--- config.mk ---
export PLATFORM = sky130hd
export DESIGN_NAME = multicycle_control_unit
export DESIGN_NICKNAME = d
export VERILOG_FILES = /design/src/rtl/riscv_ctrl_pkg.sv /design/src/rtl/multicycle_control_unit_ctrl_output_decoder.sv /design/src/rtl/multicycle_control_unit.sv
export SDC_FILE = /design/constraint.sdc
export NUM_CORES = 1
export LEC_CHECK = 0
export BUFFER_PORTS_ARGS = -buffer_cell sky130_fd_sc_hd__buf_2
export CORE_MARGIN = 5
export CORE_UTILIZATION = 35
export CTS_CLUSTER_DIAMETER = 80
export DETAILED_ROUTE_END_ITERATION = 10
export PLACE_DENSITY = 0.7
export REMOVE_ABC_BUFFERS = 1
export SLEW_MARGIN = 20
export SYNTH_ARGS = -nofsm -noshare
export SYNTH_HDL_FRONTEND = slang
export SYNTH_SLANG_ARGS = --single-unit
--- constraint.sdc ---
create_clock -name clk -period 3.5 [get_ports clk]
set_input_delay 0.175 -clock clk [delete_from_list [all_inputs] [get_ports clk]]
set_output_delay 0.175 -clock clk [all_outputs]
set_load 0.005 [all_outputs]
--- src/rtl/riscv_ctrl_pkg.sv ---
// Shared encodings for the multicycle RV32I control unit:
// opcodes, FSM states, datapath mux selects and the control bundle.
package riscv_ctrl_pkg;

    localparam int OPCODE_W = 7;
    localparam int ST_W     = 4;

    localparam logic [6:0] OP_R      = 7'b0110011;
    localparam logic [6:0] OP_IMM    = 7'b0010011;
    localparam logic [6:0] OP_LOAD   = 7'b0000011;
    localparam logic [6:0] OP_STORE  = 7'b0100011;
    localparam logic [6:0] OP_BRANCH = 7'b1100011;
    localparam logic [6:0] OP_JAL    = 7'b1101111;
    localparam logic [6:0] OP_JALR   = 7'b1100111;
    localparam logic [6:0] OP_LUI    = 7'b0110111;
    localparam logic [6:0] OP_AUIPC  = 7'b0010111;

    typedef enum logic [3:0] {
        S_FETCH    = 4'd0,
        S_DECODE   = 4'd1,
        S_EXEC_R   = 4'd2,
        S_EXEC_I   = 4'd3,
        S_MEM_ADDR = 4'd4,
        S_MEM_RD   = 4'd5,
        S_MEM_WB   = 4'd6,
        S_MEM_WR   = 4'd7,
        S_BRANCH   = 4'd8,
        S_JAL      = 4'd9,
        S_JALR     = 4'd10,
        S_LUI      = 4'd11,
        S_AUIPC    = 4'd12,
        S_ALU_WB   = 4'd13
    } state_e;

    localparam logic [1:0] SRCA_PC    = 2'd0;
    localparam logic [1:0] SRCA_RS1   = 2'd1;
    localparam logic [1:0] SRCA_OLDPC = 2'd2;
    localparam logic [1:0] SRCA_ZERO  = 2'd3;

    localparam logic [1:0] SRCB_RS2  = 2'd0;
    localparam logic [1:0] SRCB_FOUR = 2'd1;
    localparam logic [1:0] SRCB_IMM  = 2'd2;

    localparam logic [1:0] ALU_ADD   = 2'd0;
    localparam logic [1:0] ALU_BR    = 2'd1;
    localparam logic [1:0] ALU_FUNCT = 2'd2;

    localparam logic [1:0] PC_ALU    = 2'd0;
    localparam logic [1:0] PC_ALUOUT = 2'd1;
    localparam logic [1:0] PC_JALR   = 2'd2;

    localparam logic [1:0] WB_ALUOUT = 2'd0;
    localparam logic [1:0] WB_MDR    = 2'd1;
    localparam logic [1:0] WB_PC     = 2'd2;

    typedef struct packed {
        logic       pc_write;
        logic       pc_write_cond;
        logic       i_or_d;
        logic       mem_read;
        logic       mem_write;
        logic       ir_write;
        logic       reg_write;
        logic [1:0] alu_src_a;
        logic [1:0] alu_src_b;
        logic [1:0] alu_op;
        logic [1:0] pc_src;
        logic [1:0] mem_to_reg;
    } ctrl_t;

endpackage

--- src/rtl/multicycle_control_unit_ctrl_output_decoder.sv ---
// Combinational state (+mem_ready) to datapath control vector.
// Only fetch and memory-access completion strobes depend on mem_ready.
module ctrl_output_decoder
    import riscv_ctrl_pkg::*;
(
    input  state_e i_state,
    input  logic   i_mem_ready,
    output ctrl_t  o_ctrl
);

    always_comb begin
        o_ctrl = '0;
        case (i_state)
            S_FETCH: begin
                o_ctrl.mem_read  = 1'b1;
                o_ctrl.i_or_d    = 1'b0;
                o_ctrl.alu_src_a = SRCA_PC;
                o_ctrl.alu_src_b = SRCB_FOUR;
                o_ctrl.alu_op    = ALU_ADD;
                o_ctrl.pc_src    = PC_ALU;
                o_ctrl.ir_write  = i_mem_ready;
                o_ctrl.pc_write  = i_mem_ready;
            end
            S_DECODE: begin
                o_ctrl.alu_src_a = SRCA_OLDPC;
                o_ctrl.alu_src_b = SRCB_IMM;
                o_ctrl.alu_op    = ALU_ADD;
            end
            S_EXEC_R: begin
                o_ctrl.alu_src_a = SRCA_RS1;
                o_ctrl.alu_src_b = SRCB_RS2;
                o_ctrl.alu_op    = ALU_FUNCT;
            end
            S_EXEC_I: begin
                o_ctrl.alu_src_a = SRCA_RS1;
                o_ctrl.alu_src_b = SRCB_IMM;
                o_ctrl.alu_op    = ALU_FUNCT;
            end
            S_LUI: begin
                o_ctrl.alu_src_a = SRCA_ZERO;
                o_ctrl.alu_src_b = SRCB_IMM;
                o_ctrl.alu_op    = ALU_ADD;
            end
            S_AUIPC: begin
                o_ctrl.alu_src_a = SRCA_OLDPC;
                o_ctrl.alu_src_b = SRCB_IMM;
                o_ctrl.alu_op    = ALU_ADD;
            end
            S_ALU_WB: begin
                o_ctrl.reg_write  = 1'b1;
                o_ctrl.mem_to_reg = WB_ALUOUT;
            end
            S_MEM_ADDR: begin
                o_ctrl.alu_src_a = SRCA_RS1;
                o_ctrl.alu_src_b = SRCB_IMM;
                o_ctrl.alu_op    = ALU_ADD;
            end
            S_MEM_RD: begin
                o_ctrl.mem_read = 1'b1;
                o_ctrl.i_or_d   = 1'b1;
            end
            S_MEM_WB: begin
                o_ctrl.reg_write  = 1'b1;
                o_ctrl.mem_to_reg = WB_MDR;
            end
            S_MEM_WR: begin
                o_ctrl.mem_write = 1'b1;
                o_ctrl.i_or_d    = 1'b1;
            end
            S_BRANCH: begin
                o_ctrl.alu_src_a     = SRCA_RS1;
                o_ctrl.alu_src_b     = SRCB_RS2;
                o_ctrl.alu_op        = ALU_BR;
                o_ctrl.pc_write_cond = 1'b1;
                o_ctrl.pc_src        = PC_ALUOUT;
            end
            S_JAL: begin
                o_ctrl.pc_write   = 1'b1;
                o_ctrl.pc_src     = PC_ALUOUT;
                o_ctrl.reg_write  = 1'b1;
                o_ctrl.mem_to_reg = WB_PC;
            end
            S_JALR: begin
                o_ctrl.alu_src_a  = SRCA_RS1;
                o_ctrl.alu_src_b  = SRCB_IMM;
                o_ctrl.alu_op     = ALU_ADD;
                o_ctrl.pc_write   = 1'b1;
                o_ctrl.pc_src     = PC_JALR;
                o_ctrl.reg_write  = 1'b1;
                o_ctrl.mem_to_reg = WB_PC;
            end
            default: o_ctrl = '0;
        endcase
    end

endmodule

--- src/rtl/multicycle_control_unit.sv ---
// Multicycle RV32I sequencer: FSM next-state logic plus output decode.
// Outputs are forced to zero while reset is held.
module multicycle_control_unit
    import riscv_ctrl_pkg::*;
#(
    parameter int OPCODE_W = 7,
    parameter int ST_W     = 4
) (
    input  logic                clk,
    input  logic                rst_n,
    input  logic [OPCODE_W-1:0] opcode,
    input  logic                mem_ready,
    output logic                pc_write,
    output logic                pc_write_cond,
    output logic                i_or_d,
    output logic                mem_read,
    output logic                mem_write,
    output logic                ir_write,
    output logic                reg_write,
    output logic [1:0]          alu_src_a,
    output logic [1:0]          alu_src_b,
    output logic [1:0]          alu_op,
    output logic [1:0]          pc_src,
    output logic [1:0]          mem_to_reg,
    output logic                illegal_instr,
    output logic [ST_W-1:0]     state_dbg
);

    state_e     r_state;
    state_e     w_next;
    ctrl_t      w_ctrl;
    ctrl_t      w_ctrl_q;
    logic [6:0] w_op;
    logic       w_illegal;

    assign w_op = w_op_ext(opcode);

    function automatic logic [6:0] w_op_ext(input logic [OPCODE_W-1:0] op);
        logic [6:0] v;
        v = '0;
        for (int i = 0; i < 7 && i < OPCODE_W; i++) v[i] = op[i];
        return v;
    endfunction

    always_ff @(posedge clk or negedge rst_n) begin
        if (!rst_n) r_state <= S_FETCH;
        else        r_state <= w_next;
    end

    always_comb begin
        w_next    = S_FETCH;
        w_illegal = 1'b0;
        case (r_state)
            S_FETCH:  w_next = mem_ready ? S_DECODE : S_FETCH;
            S_DECODE: begin
                unique case (1'b1)
                    (w_op == OP_R):      w_next = S_EXEC_R;
                    (w_op == OP_IMM):    w_next = S_EXEC_I;
                    (w_op == OP_LOAD),
                    (w_op == OP_STORE):  w_next = S_MEM_ADDR;
                    (w_op == OP_BRANCH): w_next = S_BRANCH;
                    (w_op == OP_JAL):    w_next = S_JAL;
                    (w_op == OP_JALR):   w_next = S_JALR;
                    (w_op == OP_LUI):    w_next = S_LUI;
                    (w_op == OP_AUIPC):  w_next = S_AUIPC;
                    default: begin
                        w_next    = S_FETCH;
                        w_illegal = 1'b1;
                    end
                endcase
            end
            S_EXEC_R, S_EXEC_I,
            S_LUI, S_AUIPC: w_next = S_ALU_WB;
            S_MEM_ADDR: w_next = (w_op == OP_LOAD) ? S_MEM_RD : S_MEM_WR;
            S_MEM_RD:   w_next = mem_ready ? S_MEM_WB : S_MEM_RD;
            S_MEM_WR:   w_next = mem_ready ? S_FETCH : S_MEM_WR;
            default:    w_next = S_FETCH;
        endcase
    end

    ctrl_output_decoder u_dec (
        .i_state     (r_state),
        .i_mem_ready (mem_ready),
        .o_ctrl      (w_ctrl)
    );

    // Gate with rst_n so an access in flight is dropped the instant reset asserts.
    assign w_ctrl_q      = rst_n ? w_ctrl : '0;
    assign pc_write      = w_ctrl_q.pc_write;
    assign pc_write_cond = w_ctrl_q.pc_write_cond;
    assign i_or_d        = w_ctrl_q.i_or_d;
    assign mem_read      = w_ctrl_q.mem_read;
    assign mem_write     = w_ctrl_q.mem_write;
    assign ir_write      = w_ctrl_q.ir_write;
    assign reg_write     = w_ctrl_q.reg_write;
    assign alu_src_a     = w_ctrl_q.alu_src_a;
    assign alu_src_b     = w_ctrl_q.alu_src_b;
    assign alu_op        = w_ctrl_q.alu_op;
    assign pc_src        = w_ctrl_q.pc_src;
    assign mem_to_reg    = w_ctrl_q.mem_to_reg;
    assign illegal_instr = rst_n & w_illegal;
    assign state_dbg     = ST_W'(r_state);

endmodule

Word-level counts from Yosys, hierarchy flattened --
Index checks and enable logic that the tools add are counted.
Word-level totals: register bits after elaboration 4, input port bits 10, output and inout port bits 22, logic and storage cells 54
Operators by class: eq/ne operators 22, multiplexer cells 19, bitwise logic cells 1, reduce and logical (&&, ||, !) cells 11
Operator list (number):
- 6-bit one-hot mux with 7 select lines | 1
- 4-bit one-hot mux with 8 select lines | 1
- 4-bit == test (second input constant) | 6
- 4-bit one-hot mux with 6 select lines | 1
- 7-bit by 6-bit == test with 1-bit output (second input constant) | 3
- 7-bit == test (second input constant) | 3
- 17-bit 2-to-1 mux | 1
- 4-bit by 3-bit == test with 1-bit output (second input constant) | 4
- 7-bit by 5-bit == test with 1-bit output (second input constant) | 2
- 2-bit OR reduction | 7
- 1-bit 2-to-1 mux | 9
- 9-bit OR reduction | 1
- 4-bit by 2-bit == test with 1-bit output (second input constant) | 2
- 2-bit one-hot mux with 2 select lines | 2
- 4-bit OR reduction | 2
- 7-bit by 2-bit == test with 1-bit output (second input constant) | 1
- 4-bit by 1-bit == test with 1-bit output (second input constant) | 1
- 4-bit logical NOT | 1
- 2-bit 2-to-1 mux | 2
- 3-bit 2-to-1 mux | 1
- 1-bit one-hot mux with 2 select lines | 1
- 1-bit bitwise AND | 1

Depth between registers and ports, before layout --
word-level depth 5, mapped depth 5, gate-level depth less buffers 4

Modules after synthesis --
Synthesis repeated with hierarchy kept, for this count alone.
Second synthesis, totals: cell total of the unflattened synthesis 102, area total of the unflattened synthesis 723.2 µm²
Modules (own cells, without submodules):
- multicycle_control_unit | times used 1, cells an instance 68, area each 495.5 µm², seq. area each 100.1 µm²
- ctrl_output_decoder | times used 1, cells an instance 34, area each 227.7 µm², seq. area each 0.0 µm²

Least setup slack after synthesis --
OpenSTA, ideal clock, no wires.
kind register to output, from register r_state[1] (netlist: state_dbg[1]), to output pc_write, data arrival time 1.195 ns, data required time 3.325 ns, slack 2.130 ns, cell stages (with the launch flop) 5, buffers on the path 1, cell sequence dfrtp_1 > buf_2 > nor4_2 > and2_1 > or2_1
Between the ends: longest elaborated chain between the ends 4, elaborated cells on any way between the ends 6, those cells by class eq/ne (2); mux (2); reduce/logical (2)
RTL lines:
- start: declaration | RTL line multicycle_control_unit.sv:29 | state_e r_state;
- start signal: assignment | RTL line multicycle_control_unit.sv:47 | else r_state <= w_next;
- 4-bit == test | RTL line multicycle_control_unit_ctrl_output_decoder.sv:13 | case (i_state)
- 2-bit OR reduction (no line)
- 1-bit one-hot mux with 2 select lines (*) | RTL line multicycle_control_unit_ctrl_output_decoder.sv:13
- 17-bit 2-to-1 mux (*) | RTL line multicycle_control_unit.sv:88 | assign w_ctrl_q = rst_n ? w_ctrl : '0;
- end: declaration | RTL line multicycle_control_unit.sv:13 | output logic pc_write,
Mark *: on every way between the ends. The rest lies on a longest branch, timed or not.

Worst setup path in the final report --
from register r_state[1] (netlist: state_dbg[1]), to output reg_write
Between the ends: longest elaborated chain between the ends 4, elaborated cells on any way between the ends 7, those cells by class eq/ne (4); mux (2); reduce/logical (1)
RTL lines:
- 4-bit == test or 4-bit by 3-bit == test with 1-bit output (tied branches) | RTL line multicycle_control_unit_ctrl_output_decoder.sv:13
- 4-bit OR reduction (no line) (*)
- 1-bit 2-to-1 mux (*) | RTL line multicycle_control_unit_ctrl_output_decoder.sv:13
- 17-bit 2-to-1 mux (*) | RTL line multicycle_control_unit.sv:88
- end: declaration | RTL line multicycle_control_unit.sv:19 | output logic reg_write,
Marked as above.

==> impl_metrics.json <==
{
  "final.setup.tns_ns": 0,
  "syn_to_final_growth_pct": 27.96,
  "antenna_cells": 0,
  "crit_type": "flip-flop to output pin",
  "worst_slew_pin_slew_ns": 0.5625,
  "synth_edf_count": 0,
  "pre_cts_slack_ns": 1.801,
  "yosysTopAreaCellShare": 0.1553,
  "syn_area_sq_um": 644.4,
  "cpMaxStageDelayCell": "dfrtp_1",
  "cts_num_sinks": 4,
  "antenna_left": 0,
  "slew_viol_final": 0,
  "clock-root-buffer": "clkbuf_4",
  "drt_pre_antenna_iters": 4,
  "cp.depth": 5,
  "max_stage_delay_ns": 0.69,
  "grtUsageTotal": 0.1388,
  "drv_cap": 0,
  "post_cts_resized": 0,
  "drc": 0,
  "vias_per_cell": 5.486,
  "cpLargestDelayFamily": "flip-flops",
  "relSlewSlack": 0.6250,
  "numCtsBuffers": 3,
  "hold_end": "state_dbg[1]",
  "core_area_sq_um": 1745,
  "fin_crit_ns": 1.948,
  "cp.required_ns": 3.32,
  "drt_iter0_drc": 13,
  "seq_area_frac_synth": 0.1553,
  "setup_ws_ns": 1.552,
  "fin_skew_ns": 0.006225,
  "syn_inst": 93,
  "multi_input_area_sq_um": 486.7,
  "path_cells": "nand2b_1 -> o21ai_0 -> o2bb2ai_1 -> and2_1 -> buf_2",
  "largest_reg_flops": 4,
  "crit_arrival_ns": 1.77,
  "post-cts-setup-buffer-count": 0,
  "ios": 32,
  "power.density_nw_per_um2": 692.9,
  "layout.cells.non_filler": 146,
  "dp_hpwl_um": 1401,
  "status": "complete, no violations",
  "hold_depth": 2,
  "crit_path_max_fanout": 19,
  "total_power_mw": 0.5713,
  "portBuffers": 31,
  "hold_viol": 0,
  "cts_buffer_depth": 2,
  "ir_worst_vdd_v": 0.0002480,
  "clk_pin_slew_worst_paths_ns": 0.03,
  "finalCritPeriodShare": 0.5567,
  "grt_pass1_vias": 685,
  "seq_area_sq_um": 100.1,
  "reg2reg_slack_ns": 1.95,
  "clk_latency_ns": 0.24,
  "synth_common_cells": "nor2_1, a21oi_1, nand2_1, o21ai_0",
  "initial_core_util": 0.3692,
  "r2r_cells": 4,
  "die_h_um": 52.91,
  "dieArea_sq_um": 2799,
  "nets": 133,
  "vias": 801,
  "cts_tree": "yes",
  "yosys_warnings": 0,
  "filler_cell_count": 196,
  "endpoint_kind": "output pin",
  "max_freq_mhz": 513.3,
  "hold_path.class": "input pin to flip-flop",
  "min_from": "opcode[3]",
  "grt_start_max_net_pins": 20,
  "rows": 15,
  "synth.area.top_cells": "dfrtp_1, a21oi_1, nor2_1, and2_1, nor4_2",
  "synth-async-reset-ratio": 1.000,
  "start_kind": "flip-flop",
  "leakage_nw": 0.3948,
  "synth_most_common_cell": "nor2_1",
  "antenna_found_initial": 0,
  "h-tree-depth": 1,
  "synth_top_cell_by_area": "dfrtp_1",
  "setup_viol": 0,
  "rsz0062_at_grt": "false",
  "synth-seq-cells": 4,
  "yosysUniqueCellTypes": 40,
  "grt-ovfl-total": 0,
  "place_inst": 142,
  "place.gp.congestion": 0.8236,
  "routedWlPerCell_um": 13.01,
  "fp.dieW_um": 52.91,
  "r2r-end": "state_dbg[2]",
  "synthFlopType": "dfrtp_1",
  "grt_pass1_wl_um": 2967,
  "regToRegStartpoint": "state_dbg[0]",
  "drive_above_1_share": 0.3388,
  "synth.avg_cell_area_sq_um": 6.929,
  "wirelength_um": 1900,
  "path_buf_inv": 1
}
routing by layer:
layer  wire length, um  GRT usage
met2               806     0.2335
met1               901     0.1740
met3               171    0.01690
met5                 0          0
met4                20    0.06383
metrics by stage:
stage | utilization | instance area, sq um | hold slack, ns
after floorplan | - | 605.6 | -0.1206
after global placement | 0.4538 | 792.0 | 0.04463
after detailed placement | 0.4538 | 792.0 | 0.04721
after CTS | 0.4724 | 824.5 | 0.2221
after global routing | 0.4724 | 824.5 | 0.2339
final | 0.4724 | 824.5 | 0.2350
timing repair:
action	4_1_cts	5_1_grt
setup endpoints to repair	0	0
hold buffers	1	0
hold endpoints to repair	4	0
how the worst max path moves through the flow:
stage / startpoint / endpoint / slack (ns)
floorplan: state_dbg[0] / pc_write / 2.07
global placement: state_dbg[1] / reg_write / 1.82
detailed placement: state_dbg[1] / reg_write / 1.80
CTS: state_dbg[1] / reg_write / 1.55
global route: state_dbg[1] / reg_write / 1.43
finish: state_dbg[1] / reg_write / 1.55
cell families (layout without fill, tap and decap cells):
family / after synthesis / count (layout) / share of synthesized area
buf+inv: 12 / 40 / 0.08931
xor+xnor: 1 / 1 / 0.01359
flops: 4 / 4 / 0.1553
simple gates: 49 / 49 / 0.4816
mux: 1 / 1 / 0.01553
compound gates: 26 / 26 / 0.2447
worst register-to-register path: stages (launching register included):
cell	delay, ns
dfrtp_1	0.63
inv_2	0.17
nor4b_1	0.38
a221oi_1	0.16
a21oi_1	0.14
area by class of cell:
type,instances,share of cell area
Sequential cell,4,0.1214
Inverter,5,0.02276
Timing Repair Buffer,32,0.2003
Tap cell,25,0.03794
Clock buffer,3,0.02731
Multi-Input combinational cell,77,0.5903
layout by cell type (no fill, tap or decap), types with 2 or more instances in the layout:
cell       n
dfrtp_1    4
a21oi_1    8
nor4_2     2
and3_1     3
nor2b_1    3
nand4_1    2
o21ai_1    4
nor2_1     9
nand2_1    5
and2_1     4
clkbuf_4   3
nor4bb_1   2
buf_2     31
inv_1      4
nand3b_1   3
nand3_1    3
o21ai_0    5
nor3_1     2
nand2b_1   3
where the power goes:
group | internal, mW | switching, mW
sequential | 0.0691 | 0.104
combinational | 0.167 | 0.174
clock | 0.0384 | 0.0190
Power figures use the tool's default switching activity.
